--- config.mk ---
export PLATFORM = sky130hd
export DESIGN_NAME = uart_frame_sender
export DESIGN_NICKNAME = d
export VERILOG_FILES = /design/src/rtl/uart_frame_pkg.sv /design/src/rtl/sync_2ff.sv /design/src/rtl/uart_frame_sender.sv
export SDC_FILE = /design/constraint.sdc
export NUM_CORES = 1
export LEC_CHECK = 0
export BUFFER_PORTS_ARGS = -buffer_cell sky130_fd_sc_hd__buf_4
export CAP_MARGIN = 30
export CORE_MARGIN = 2
export CORE_UTILIZATION = 46
export CTS_BUF_LIST = sky130_fd_sc_hd__clkbuf_8
export DETAILED_ROUTE_END_ITERATION = 8
export GPL_TIMING_DRIVEN = 0
export SKIP_LAST_GASP = 1
export SLEW_MARGIN = 20
export SYNTH_ARGS = -nofsm -noshare
export SYNTH_HDL_FRONTEND = slang
export SYNTH_SLANG_ARGS = --single-unit
export TNS_END_PERCENT = 30
--- constraint.sdc ---
create_clock -name clk -period 5.3 [get_ports clk]
set_input_delay 0.53 -clock clk [delete_from_list [all_inputs] [get_ports clk]]
set_output_delay 0.53 -clock clk [all_outputs]
set_load 0.005 [all_outputs]
--- src/rtl/uart_frame_pkg.sv ---
// uart_frame_pkg: shared state encoding and frame constants for the frame sender
package uart_frame_pkg;
  typedef enum logic [1:0] {IDLE, REQ, WAIT_END} state_t;
  localparam logic [7:0] DEF_HEADER = 8'hA5;
  localparam int CSUM_W = 8;
endpackage

--- src/rtl/sync_2ff.sv ---
// sync_2ff: two-flop synchronizer for a single asynchronous bit
module sync_2ff (
  input  logic clk,
  input  logic rst,
  input  logic d,
  output logic q
);
  logic m;
  // shift the async input through two flops, both cleared on reset
  always_ff @(posedge clk or posedge rst)
    if (rst) {q, m} <= 2'b00;
    else {q, m} <= {m, d};
endmodule

--- src/rtl/uart_frame_sender.sv ---
// uart_frame_sender: sends header, N buffered bytes and a checksum to a UART via ready/status handshake
module uart_frame_sender
  import uart_frame_pkg::*;
#(
  parameter int N_BYTES = 9,
  parameter logic [7:0] HEADER = DEF_HEADER,
  parameter int TIMEOUT_CYC = 262144,
  localparam int AW = N_BYTES > 1 ? $clog2(N_BYTES) : 1
) (
  input  logic          clk,
  input  logic          rst,
  input  logic          start,
  input  logic          buf_we,
  input  logic [AW-1:0] buf_addr,
  input  logic [7:0]    buf_wdata,
  input  logic          tx_status,
  output logic          tx_ready,
  output logic [7:0]    tx_byte,
  output logic          busy,
  output logic          done,
  output logic          err
);
  localparam int IW = $clog2(N_BYTES + 2);
  localparam int CW = $clog2(TIMEOUT_CYC);
  localparam logic [IW-1:0] LAST = IW'(N_BYTES + 1);
  localparam logic [IW-1:0] NB = IW'(N_BYTES);
  localparam logic [CW-1:0] TO_LAST = CW'(TIMEOUT_CYC - 1);
  logic [7:0] mem [N_BYTES];
  state_t state, state_n;
  logic [IW-1:0] idx, idx_n;
  logic [CSUM_W-1:0] csum, csum_n;
  logic [CW-1:0] wcnt, wcnt_n;
  logic [7:0] byte_n, nxt;
  logic rdy_n, busy_n, done_n, err_n, st_s;
  sync_2ff u_sync (.clk(clk), .rst(rst), .d(tx_status), .q(st_s));
  // payload buffer; frozen while a frame is in flight, out-of-range addresses dropped
  always_ff @(posedge clk)
    if (buf_we && !busy && int'(buf_addr) < N_BYTES) mem[buf_addr] <= buf_wdata;
  assign nxt = mem[idx[AW-1:0]];
  // handshake sequencer: next state and next values of every registered output
  always_comb begin
    state_n = state;
    idx_n = idx;
    csum_n = csum;
    byte_n = tx_byte;
    rdy_n = tx_ready;
    busy_n = busy;
    done_n = 1'b0;
    err_n = err;
    wcnt_n = wcnt + 1'b1;
    if (state != IDLE && wcnt == TO_LAST) begin
      err_n = 1'b1;
      rdy_n = 1'b0;
      busy_n = 1'b0;
      state_n = IDLE;
    end else begin
      case (state)
        IDLE: begin
          wcnt_n = '0;
          rdy_n = start;
          if (start) begin
            byte_n = HEADER;
            busy_n = 1'b1;
            idx_n = '0;
            err_n = 1'b0;
            csum_n = '0;
            state_n = REQ;
          end
        end
        REQ:
          if (st_s) begin
            rdy_n = 1'b0;
            wcnt_n = '0;
            state_n = WAIT_END;
          end
        WAIT_END:
          if (!st_s) begin
            wcnt_n = '0;
            if (idx == LAST) begin
              busy_n = 1'b0;
              done_n = 1'b1;
              state_n = IDLE;
            end else begin
              idx_n = idx + 1'b1;
              byte_n = idx < NB ? nxt : csum;
              csum_n = idx < NB ? csum + nxt : csum;
              rdy_n = 1'b1;
              state_n = REQ;
            end
          end
        default: state_n = IDLE;
      endcase
    end
  end
  // state and output registers, all cleared asynchronously
  always_ff @(posedge clk or posedge rst)
    if (rst) begin
      state <= IDLE;
      idx <= '0;
      csum <= '0;
      wcnt <= '0;
      tx_byte <= '0;
      tx_ready <= 1'b0;
      busy <= 1'b0;
      done <= 1'b0;
      err <= 1'b0;
    end else begin
      state <= state_n;
      idx <= idx_n;
      csum <= csum_n;
      wcnt <= wcnt_n;
      tx_byte <= byte_n;
      tx_ready <= rdy_n;
      busy <= busy_n;
      done <= done_n;
      err <= err_n;
    end
endmodule
==> results.txt, run 1 <==
- Status: completed
* Setup total negative slack: 0 ps
- The worst hold path belongs to the class input port to asynchronous set/reset pin.
- Power density normalized to cell area: 436 nW/um2
* Initial antenna violation count: 0
- Beginning of the worst register-to-register path: idx[0]
- Fraction of power spent switching nets: 33.5%
* Most numerous cell on the critical path: sky130_fd_sc_hd__a21oi_1
- Final-stage net count: 492
- Clk_skew: 6.95 ps
- Per report_power, the combinational group accounts for 31.7% of the total.
* Maximum clock path buffer count: 2
- Post-DRT Antenna Nets: 0
- Slack of the worst reg-to-reg path: 1390 ps
* Power share of the clock group: 26.9%
- Element type at the critical path start: register
* Clock tree from TritonCTS: done
- In this run the clock root is driven by a sky130_fd_sc_hd__clkbuf_8.
- DP HPWL: 7.11 mm
- Endpoint class of the critical path: register
* Area of the die: 12600 um2
- Traced cell by cell, the critical path runs through buf_6, buf_2, mux4_2, mux2i_1, o21ai_0, ha_1, fa_1, a21o_1, a21oi_1, o21bai_1, a21oi_1, nor4b_1, or3b_1.
- The share of synthesized area in the top cell type comes to 40.2%.
* WS Path Type: register to register
- In this run the count of I/O pins placed on the die edge is 29.
- Sequential fraction of design power: 41.5%
- The largest individual stage delay along the critical path comes from the cell sky130_fd_sc_hd__mux4_2.
- Relative to the synthesized area, the layout overhead comes to 14.5%.
- Number of iterations in the first detailed-routing pass: 4
- Initial Utilization: 47.1%
* FF+latch count, synth: 118
* Hold buffer count at CTS: 0
* Cells resized by post-CTS repair: 0
* Biggest area consumer among synthesized cells: sky130_fd_sc_hd__edfxtp_1
- The worst path in the final design needs a cycle of 3910 ps, including I/O delays and setup.
- Transition time at the pin with the least slew margin: 904 ps
* R2r endpoint: csum[6]
- The placed instances occupy a cell area of 5810 um2.
- The number of cells on the worst reg-to-reg path is 13.
- # rows: 39
* Biggest fanout along the worst timing path: 10
- The most used flip-flop cell after synthesis is sky130_fd_sc_hd__edfxtp_1.
- After clock tree synthesis, the setup repair step added 0 buffers.
- Starting DRC count in detailed routing: 299
- Clock Latency Late Sink: 430 ps
* Die boundary height: 112 um
- During placement, the flow inserted port buffers numbering 28.
- Aggregate global-route resource usage: 18.2%
* Count of cell types in the netlist: 54
- Routed wire length: 10.6 mm
- Wire length of the first global-routing pass: 17.3 mm
* Mean number of vias per cell: 5.49
- Based on the critical path, the design can be clocked at up to 0.256 GHz.
- Yosys printed 0 warnings.
- Synthesis produced a netlist whose cell count is 409.
- Clock Pin Slew Worst Setup and Hold Paths: 70 ps
* Post-synthesis cell area: 5380 um2
- Counting the fill cells in the layout gives 958.
- CP required: 5600 ps
* Fraction of synthesis flops using an asynchronous set or reset pin: 39.0%
* Diodes inserted: 0
* Layout Cells excl Fill: 613
- The floorplan step defined a core boundary enclosing 11400 um2.
- Summing internal, switching and leakage power gives 0.00268 W.
- Vias post-DR: 3365
- On the worst path, the slowest cell contributes a delay of 550 ps.
* CTS sink count: 118
- Summing the sequential cell areas from Yosys gives 61.6% of the chip area.
- Once layout is done, the placed cells without fillers occupy 6160 um2.
- Leakage power: 2.36 nW
- Routability-driven placement finished with a final weighted congestion of 0.774.
- Cell types with the largest area share after synthesis: sky130_fd_sc_hd__edfxtp_1 (40%), sky130_fd_sc_hd__dfrtp_1 (21%), sky130_fd_sc_hd__mux4_2 (6.7%), sky130_fd_sc_hd__ha_1 (3.7%), sky130_fd_sc_hd__nor2_1 (3.0%)
- Most instantiated cells after synthesis: sky130_fd_sc_hd__edfxtp_1 (72), sky130_fd_sc_hd__dfrtp_1 (46), sky130_fd_sc_hd__nor2_1 (43), sky130_fd_sc_hd__nand2_1 (40), sky130_fd_sc_hd__o21ai_0 (22)
* Average size of a mapped cell: 13.2 um2
* Detail-routed net length per standard cell: 17.3 um
- Cell with the most instances after synthesis: sky130_fd_sc_hd__edfxtp_1
* Global route total overflow: 0
- The worst pin sits at a relative slew slack of 39.5%.
* RSZ-0062 raised after global routing: no
* Total clock buffers created by CTS: 17
- Share of the cycle needed by the critical path after routing: 73.7%
* Internal power: 0.00178 W
* Pins over their slew limit: 0
- The analysis attributes to net switching a power of 0.000900 W.
* Proportion of layout cells with a drive suffix above 1: 19.8%
* Maximum level of the CTS H-tree: 4
* Via count of the first global-routing pass: 3380
- Crit path DAT: 4210 ps
- Maximum number of pins on one net before global-route repair: 30
- The die is 112 um wide.
- Setup-violating endpoint count in the final report: 0
* Synthesized netlist net count: 443
- Worst ir drop on vdd: 221 uV
- Placed cell count: 582
- Max Cap Viol: 0
- The hold violation total from the final report is 0.
- Number of flops mapped to enable cells by yosys: 72
- Residual DRC: 0
sequential cells by signal (all words and copies together), names as in the netlist:
signal / cells
done: 1
busy: 1
tx_ready: 1
wcnt: 18
state: 2
u_sync.m: 1
csum: 8
u_sync.q: 1
idx: 4
mem: 72
tx_byte: 8
err: 1
critical path, delay by kind of cell (launching register included):
family | cells | cell delay [ps]
AO/OA/AOI/OAI | 5 | 940
adder cells (fa/ha/maj) | 2 | 710
multiplexers | 2 | 690
buffers and inverters | 2 | 540
AND/OR/NAND/NOR | 2 | 460
flip-flops | 1 | 430
placed cells by master, fill, tap and decap left out, types with 3 or more instances in the layout:
master / n
sky130_fd_sc_hd__nor3_1: 4
sky130_fd_sc_hd__and2_1: 3
sky130_fd_sc_hd__xor2_1: 12
sky130_fd_sc_hd__mux4_2: 16
sky130_fd_sc_hd__clkbuf_1: 7
sky130_fd_sc_hd__and3_1: 4
sky130_fd_sc_hd__clkinv_1: 3
sky130_fd_sc_hd__edfxtp_1: 72
sky130_fd_sc_hd__nor2_1: 43
sky130_fd_sc_hd__nor3_2: 4
sky130_fd_sc_hd__nand3_1: 14
sky130_fd_sc_hd__inv_1: 12
sky130_fd_sc_hd__ha_1: 16
sky130_fd_sc_hd__a311oi_1: 4
sky130_fd_sc_hd__clkinvlp_4: 3
sky130_fd_sc_hd__buf_4: 29
sky130_fd_sc_hd__mux2i_1: 10
sky130_fd_sc_hd__a21boi_0: 6
sky130_fd_sc_hd__a41oi_1: 3
sky130_fd_sc_hd__nand2b_1: 4
sky130_fd_sc_hd__dfrtp_1: 46
sky130_fd_sc_hd__o21ai_0: 22
sky130_fd_sc_hd__buf_2: 6
sky130_fd_sc_hd__nand4_1: 4
sky130_fd_sc_hd__nor2b_1: 3
sky130_fd_sc_hd__a21oi_1: 7
sky130_fd_sc_hd__clkbuf_8: 17
sky130_fd_sc_hd__nand2_1: 40
sky130_fd_sc_hd__xnor2_1: 9
area by class of cell:
type / count / area, um2 / area share [%]
buffer: 15 / 78.8 / 1.28
sequential: 118 / 3310 / 53.8
clock inverter: 14 / 113 / 1.83
multi-input combinational: 263 / 1960 / 31.8
tap: 143 / 179 / 2.90
timing repair buffer: 30 / 238 / 3.86
inverter: 13 / 48.8 / 0.792
clock buffer: 17 / 234 / 3.80
how the worst max path moves through the flow:
stage | depth (start not counted) | slack (ps) | end | start
3_3_place_gp | 13 | 1420 | csum[6] | idx[0]
3_5_place_dp | 13 | 1380 | csum[6] | idx[0]
2_1_floorplan | 13 | 1970 | csum[6] | idx[0]
4_1_cts | 13 | 1370 | csum[6] | idx[0]
5_1_grt | 13 | 1110 | csum[6] | idx[0]
6_report | 13 | 1390 | csum[6] | idx[0]
cells by family (layout without fill, tap and decap cells):
| logic type | count (synthesis) | count (layout) | synth area share, % |
|---|---|---|---|
| buffers and inverters | 28 | 89 | 2.37 |
| xor gates and xnor gates | 21 | 21 | 3.42 |
| and+or+nand+nor | 134 | 134 | 11.7 |
| AOI/OAI and AO/OA | 64 | 64 | 8.11 |
| DFF | 118 | 118 | 61.6 |
| muxes | 27 | 27 | 8.76 |
| adders and majority gates | 17 | 17 | 4.09 |
power groups by stage:
stage	Clock [W]	Combinational, W	Sequential (W)
3_5_place_dp	0	0.000854	0.00113
4_1_cts	0.000745	0.000857	0.00111
5_1_grt	0.000782	0.000958	0.00112
6_report	0.000721	0.000850	0.00111
2_1_floorplan	0	0.000620	0.00112
3_3_place_gp	0	0.000835	0.00113
routing by layer:
layer	global-route usage, %	share of wire (%)	vias to the layer above	wire, um
li1	-	-	1611	-
met1	25.5	48	1670	5090
met2	26.9	46	67	4850
met3	5.18	4.4	17	465
met4	7.48	1.7	0	176
met5	0	0	-	0
stage by stage:
stage	utilization, %	worst slack [ps]	hold WS [ps]
floorplan	-	1970	331
global placement	50.5	1420	335
detailed placement	50.9	1380	352
CTS	54.0	1370	95.9
global route	54.0	1110	110
finish	54.0	1390	104
No activity file was read; power rests on OpenSTA's default activity.
==> inputs of run 2 (changes only) <==
Settings changed: ABC_AREA set to 1.
Clock period 5.3 ns to 3.7 ns, I/O delays scaled along.
==> run 2 against run 1 <==
  * Via count rose by 19%
  * Critical path type unchanged
  * Global-route usage rose by 1.5 points
  * Sequential power grew 43%
  * Largest power group unchanged
==> results.txt, run 2 <==
* Root buffer selected by CTS: sky130_fd_sc_hd__clkbuf_8
- DP HPWL: 8.60 mm
* Beginning of the worst register-to-register path: idx[0]
- Entering global routing, the biggest net connects 33 pins.
* Maximum operating frequency: 0.328 GHz
* Element type at the critical path start: register
* Min-Delay Path Class: input port to register
- Relative to the synthesized area, the layout overhead comes to 13.6%.
- Slack of the worst reg-to-reg path: 650 ps
- Setup total negative slack on the finished layout was measured at 0 ps.
- Data arrives at the worst endpoint at 3360 ps.
- Cell types with the largest area share after synthesis: sky130_fd_sc_hd__edfxtp_1 (39%), sky130_fd_sc_hd__dfrtp_1 (21%), sky130_fd_sc_hd__nand2_1 (9.5%), sky130_fd_sc_hd__nor2_1 (4.2%), sky130_fd_sc_hd__ha_1 (3.6%)
* Setup slack at placement: 672 ps
- Setup repair after global routing left no endpoint under its margin.
- Measured in cells, the most critical reg-to-reg path has a length of 16.
- Synthesized netlist net count: 603
* Fraction of synthesis flops using an asynchronous set or reset pin: 39.0%
* Tightest slew margin relative to the limit: 44.4%
* Hold path startpoint: tx_status
- In the post-route analysis, the smallest setup slack over all paths is 654 ps.
* Count of filler cells inserted in the layout: 1074
- Among all flip-flop cells after synthesis, the most frequent one is sky130_fd_sc_hd__edfxtp_1.
- Dividing the detail-routed via count by the number of cells gives 5.15.
* Proportion of synthesized chip area in sequential cells: 59.2%
* Max Cap Viol: 0
* Final critical delay including setup and external delays: 3050 ps
- Timing endpoint of the critical path: csum[7]
* Number of flops mapped to enable cells by yosys: 72
- Signal routing reaches up to met4.
- Data on the critical path is required at its endpoint by 4020 ps.
* Routed wire length: 12.0 mm
- In this run the vertical extent of the chip is 114 um.
* Detailed route wirelength on metal3: 345 um
* Final count of hold timing violations: 0
- Worst ir drop on vdd: 343 uV
* FF+latch count, synth: 118
- Cells resized by post-CTS repair: 0
- Amount of wire on met2 after detailed routing: 5.92 mm
- TritonCTS built the clock tree.
- sky130_fd_sc_hd__edfxtp_1 takes more of the synthesized area than any other cell.
- # rows: 40
- Post-synthesis cell area: 5600 um2
- Diodes inserted: 0
- Aggregate global-route resource usage: 19.7%
* Max reg flops: 72
- Wire length of the first global-routing pass: 19.7 mm
- Across all layers, the routed design uses 4009 vias.
- The pre-antenna-repair detailed-routing pass consisted of 5 iterations.
* Critical path startpoint: idx[0]
* Area of the die: 13100 um2
- The library cell used most frequently in the layout, excluding fill and tap cells, is sky130_fd_sc_hd__nand2_1.
* Count of warnings emitted by yosys: 0
* Residual DRC: 0
- Most instantiated cells after synthesis: sky130_fd_sc_hd__nand2_1 (141), sky130_fd_sc_hd__edfxtp_1 (72), sky130_fd_sc_hd__nor2_1 (62), sky130_fd_sc_hd__dfrtp_1 (46), sky130_fd_sc_hd__inv_1 (42)
* Biggest fanout along the worst timing path: 10
- In this run, CTS created clock tree buffers numbering 17.
- Cell with the most instances after synthesis: sky130_fd_sc_hd__nand2_1
- The H-tree was split into 4 levels.
* Clk_skew: 8.81 ps
* Most frequent cells in the layout: sky130_fd_sc_hd__nand2_1 (141), sky130_fd_sc_hd__edfxtp_1 (72), sky130_fd_sc_hd__nor2_1 (62)
- Starting DRC count in detailed routing: 290
* Status: completed
- After synthesis, the mean cell area works out to 9.84 um2.
- For the worst-skew pair, the clock arrives at the later sink with an insertion delay of 430 ps.
- Post-DRT Antenna Nets: 0
- Share of the cycle needed by the critical path after routing: 82.3%
- After technology mapping, the gate count stands at 569.
- Top flop regs: mem: 72 flops, wcnt: 18 flops
* Global route total overflow: 0
- Most flops, register: mem
- Once the floorplan was initialized, standard cells occupied 46.8% of the core.
- Summed over its instances, the top area cell type makes up 38.6% of the synthesized netlist area.
- In the final routing, the length of wire on met1 measures 5.53 mm.
- Final weighted congestion in routability-driven placement: 0.862
- After detailed routing, the average wire length per cell comes to 15.4 um.
- The via count of the first global-routing pass was 4086.
- Clock-pin slew was measured on the worst setup and hold paths at 70 ps.
* Chip width: 114 um
- The number of antenna violations at the first check in global routing was 0.
- For this design the static power due to leakage is 2.68 nW.
- The max-slew violation count is 0.
- Pin placement for this block handled 29 I/O pins.
* Maximum clock path buffer count: 2
- Count of cell types in the netlist: 43
- # port buffers: 28
- Power density normalized to cell area: 640 nW/um2
- The worst setup path is captured at a register.
- At the end of the flow, the number of nets in the layout was 653.
* Core region area: 12000 um2
- CTS sink count: 118
- Of the cells placed in the final design, the portion with a size suffix greater than 1 is 16.6%.
- The worst register-to-register path ends at csum[7].
- Transition time at the pin with the least slew margin: 831 ps
- WS Path Type: register to register
* Setup-violating endpoint count in the final report: 0
run 2: area by class of cell:
type	instances	area, um2	area share, %
buffer	15	93.8	1.48
timing repair buffer	31	245	3.86
clock buffer	17	234	3.68
multi-input combinational	389	2020	31.7
sequential	118	3310	52.1
tap	147	184	2.89
clock inverter	15	90.1	1.42
inverter	47	179	2.81
run 2: metrics by stage:
step | instances | hold WS (ps) | total power, W | utilization [%] | area (um2)
6_report | 779 | 47.4 | 0.00407 | 53.1 | 6360
5_1_grt | 779 | 18.7 | 0.00436 | 53.1 | 6360
4_1_cts | 779 | 14.4 | 0.00409 | 53.1 | 6360
3_5_place_dp | 746 | 346 | 0.00312 | 50.3 | 6020
3_3_place_gp | 744 | 332 | 0.00307 | 50.1 | 5990
2_1_floorplan | 569 | 331 | 0.00267 | - | 5600
run 2: timing repair:
item                                   4_1_cts  5_1_grt
hold buffers                                 1        0
setup buffers                                0        0
endpoints found under the hold margin       14        0
run 2: kinds of logic (layout without fill, tap and decap cells):
logic type / Yosys count / count (layout) / synth area share (%)
AOI/OAI and AO/OA: 88 / 88 / 9.17
muxes: 1 / 1 / 0.201
adders and majority gates: 17 / 17 / 3.93
buffers and inverters: 62 / 125 / 4.87
xor gates and xnor gates: 8 / 8 / 1.25
DFF: 118 / 118 / 59.2
and+or+nand+nor: 275 / 275 / 21.4
run 2: critical path: stages (launching register included):
cell and delay (ps):
sky130_fd_sc_hd__dfrtp_1 410, sky130_fd_sc_hd__clkbuf_2 180, sky130_fd_sc_hd__inv_2 160, sky130_fd_sc_hd__clkbuf_1 410, sky130_fd_sc_hd__nand2_1 100, sky130_fd_sc_hd__nand3_1 100
sky130_fd_sc_hd__nand2_1 50, sky130_fd_sc_hd__a21oi_1 150, sky130_fd_sc_hd__nand2_1 130, sky130_fd_sc_hd__nand2_1 110, sky130_fd_sc_hd__ha_1 290, sky130_fd_sc_hd__a21oi_1 160
sky130_fd_sc_hd__nand2_1 120, sky130_fd_sc_hd__a31oi_1 250, sky130_fd_sc_hd__nand3_1 140, sky130_fd_sc_hd__nand3_1 110, sky130_fd_sc_hd__nand2_1 50
run 2: worst min-delay path by stage:
stage | to | slack (ps) | depth (start not counted)
3_5_place_dp | u_sync.q | 350 | 0
5_1_grt | u_sync.m | 20 | 1
2_1_floorplan | u_sync.q | 330 | 0
4_1_cts | u_sync.m | 10 | 1
6_report | u_sync.m | 50 | 1
3_3_place_gp | u_sync.q | 330 | 0
run 2: where the power goes:
| group | switching, W | internal (W) | leakage (nW) |
|---|---|---|---|
| combinational | 0.000984 | 0.000523 | 1.26 |
| sequential | 0.0000811 | 0.00151 | 1.26 |
| clock | 0.000520 | 0.000449 | 0.159 |
| total | 0.00159 | 0.00248 | 2.68 |
run 2: per-layer routing:
layer / track usage [%] / vias up
li1: - / 2024
met1: 24.6 / 1912
met2: 32.7 / 58
met3: 4.76 / 15
met4: 9.02 / 0
met5: 0 / -
==> inputs of run 3 (changes only) <==
Settings changed: PLACE_DENSITY set to 0.65.
Clock period 3.7 ns to 2.45 ns, I/O delays scaled along.
==> run 3 against run 2 <==
  * Clock-buffer cell count unchanged
  * Setup slack worse by 620 ps
  * Die area unchanged
  * Worst hold slack worse by 15 ps
  * Sequential power up 53%
==> results.txt, run 3 (synthesis gave the netlist of run 2 again) <==
- Initial antenna violation count: 0
- STA classifies the critical path endpoint as a register.
- RSZ-0062 raised after global routing: yes
* Most frequent cells in the layout: sky130_fd_sc_hd__nand2_1 (135), sky130_fd_sc_hd__edfxtp_1 (72), sky130_fd_sc_hd__nor2_1 (62)
* Final critical delay including setup and external delays: 2420 ps
* Share of the cycle needed by the critical path after routing: 98.8%
- Maximum number of pins on one net before global-route repair: 36
- The worst hold path belongs to the class input port to register.
- Max Cap Viol: 0
* Synthesis-to-finish area growth: 20.3%
* Proportion of layout cells with a drive suffix above 1: 22.9%
* R2r endpoint: csum[6]
- The net count of the finished layout is 666.
* Slack of the worst reg-to-reg path: 30 ps
- Instance count along the most critical hold path: 2
* Final setup margin: 29.5 ps
* Total buffers and inverters traversed by the critical path: 1
- Die boundary height: 114 um
- Area of the die: 13100 um2
- For the pin with the worst max-slew slack, the measured transition is 798 ps.
* Core region area: 12000 um2
* Global route total overflow: 0
- The worst setup path is of the register to register kind.
- After detailed routing, the number of remaining DRC violations is 0.
- Chip width: 114 um
- The filler cells instantiated in the layout total 1046.
- On the final layout, the worst hold slack is 32.6 ps.
- Crit path DAT: 2750 ps
- The hold violation total from the final report came to 0.
- Via count of the first global-routing pass: 3950
* Cell family contributing the most delay on the critical path: compound AO/OA/AOI/OAI gates
- Leaving out fill and tap cells, the most frequent cell in the layout is sky130_fd_sc_hd__nand2_1.
- In this run, the number of DRC markers left after iteration 0 of detailed routing was 267.
- The slowest stage of the critical path is the sky130_fd_sc_hd__dfrtp_2 cell.
- Total clock buffers created by CTS: 17
- Counting every sink on the clock net gives 118.
* Clock tree from TritonCTS: done
- Power density normalized to cell area: 1020 nW/um2
- Ports placed on the boundary: 29
- Once placement completed, the tool counted placed cells totaling 746.
- Traced cell by cell, the critical path runs through clkbuf_4, o21ai_0, o22ai_1, o21ai_1, nand2_1, ha_4, a21oi_4, o211ai_1, xnor2_1, nor2_1, nand2_1, o21ai_2.
* Post-DRT Antenna Nets: 0
- # rows: 40
* Number of iterations in the first detailed-routing pass: 6
* Maximum clock path buffer count: 2
- Maximum level of the CTS H-tree: 4
- In this design, the critical path's most frequently occurring cell is sky130_fd_sc_hd__nand2_1.
- Setup slack at placement: -430 ps
- DP HPWL: 8.40 mm
* Initial Utilization: 46.8%
* CP required: 2780 ps
- Diodes inserted: 0
- Top flop regs: mem: 72 flops, wcnt: 18 flops
- For this design the static power due to leakage is 2.83 nW.
* R2r worst-path depth: 12
* Wire length of the first global-routing pass: 19.6 mm
- Clk_skew: 11.1 ps
- # port buffers: 28
- The worst setup path is launched from a register.
- Overall Power: 0.00690 W
* Max reg flops: 72
- Derived from the worst setup path, the maximum achievable clock frequency is 0.413 GHz.
- The later pin in the worst-skew pair is clocked with a latency of 440 ps.
- The routed design has 12.2 mm of wire.
- Hold path startpoint: start
* Detail-routed net length per standard cell: 15.4 um
- Of all nets on the critical path, the largest fanout is 10.
- Beginning of the worst register-to-register path: idx[0]
- Setup-violating endpoint count in the final report: 0
- For this run, the slowest stage of the critical path takes 490 ps.
* Aggregate global-route resource usage: 19.9%
* Worst ir drop on vdd: 618 uV
- Status: completed
- Summed over all failing endpoints, the final setup total negative slack is 0 ps.
- Final weighted congestion in routability-driven placement: 0.901
* Terminating pin of the worst hold path: err
* Mean number of vias per cell: 5.18
* Layout Cells excl Fill: 792
* Clock Pin Slew Worst Setup and Hold Paths: 80 ps
- Most flops, register: mem
* Vias post-DR: 4099
- The max-slew violation count came to 0.
* Tightest slew margin relative to the limit: 46.6%
- The cell sitting at the root of the clock tree is a sky130_fd_sc_hd__clkbuf_8.
## run 3: power breakdown
group	switching (W)	leakage, nW	internal (W)	total (W)
Combinational	0.00165	1.37	0.00110	0.00275
Clock	0.000816	0.202	0.000907	0.00172
Sequential	0.000146	1.26	0.00228	0.00243
Total	0.00261	2.83	0.00429	0.00690
## run 3: final cells by class
type / count / area [um2] / area share (%)
Inverter: 47 / 184 / 2.73
Clock inverter: 15 / 154 / 2.29
Timing Repair inverter: 1 / 5.00 / 0.0743
Tap cell: 147 / 184 / 2.73
Multi-Input combinational cell: 389 / 2160 / 32.0
Sequential cell: 118 / 3320 / 49.2
Buffer: 13 / 133 / 1.97
Clock buffer: 17 / 234 / 3.47
Timing Repair Buffer: 45 / 368 / 5.46
## run 3: worst max-delay path by stage
stage                start      end  slack (ps)  cells after the start
finish              idx[0]  csum[6]          30                     12
global route        idx[0]  csum[7]        -130                     14
CTS                 idx[0]  csum[7]        -0.6                     13
detailed placement  idx[0]  csum[7]        -430                     16
global placement    idx[0]  csum[7]        -370                     16
floorplan           idx[0]  csum[6]          90                     15
## run 3: per-stage QoR
stage	instance area [um2]	util, %
3_3_place_gp	5990	50.1
2_1_floorplan	5600	-
3_5_place_dp	6020	50.3
6_report	6730	56.3
4_1_cts	6530	54.6
5_1_grt	6730	56.3
## run 3: routing by layer
layer	GRT usage [%]	share of wire, %
met1	25.8	46
met2	31.6	48
met3	5.51	4.4
met4	8.37	1.5
met5	0	0
## run 3: repair_timing
item                                    CTS  global route
resized for setup                        24            35
hold buffers                              2             0
endpoints found under the setup margin    7             5
hold endpoints to repair                 12             0
pin swaps                                 2            15
buffers inserted                          4             7
gates cloned                              0             3
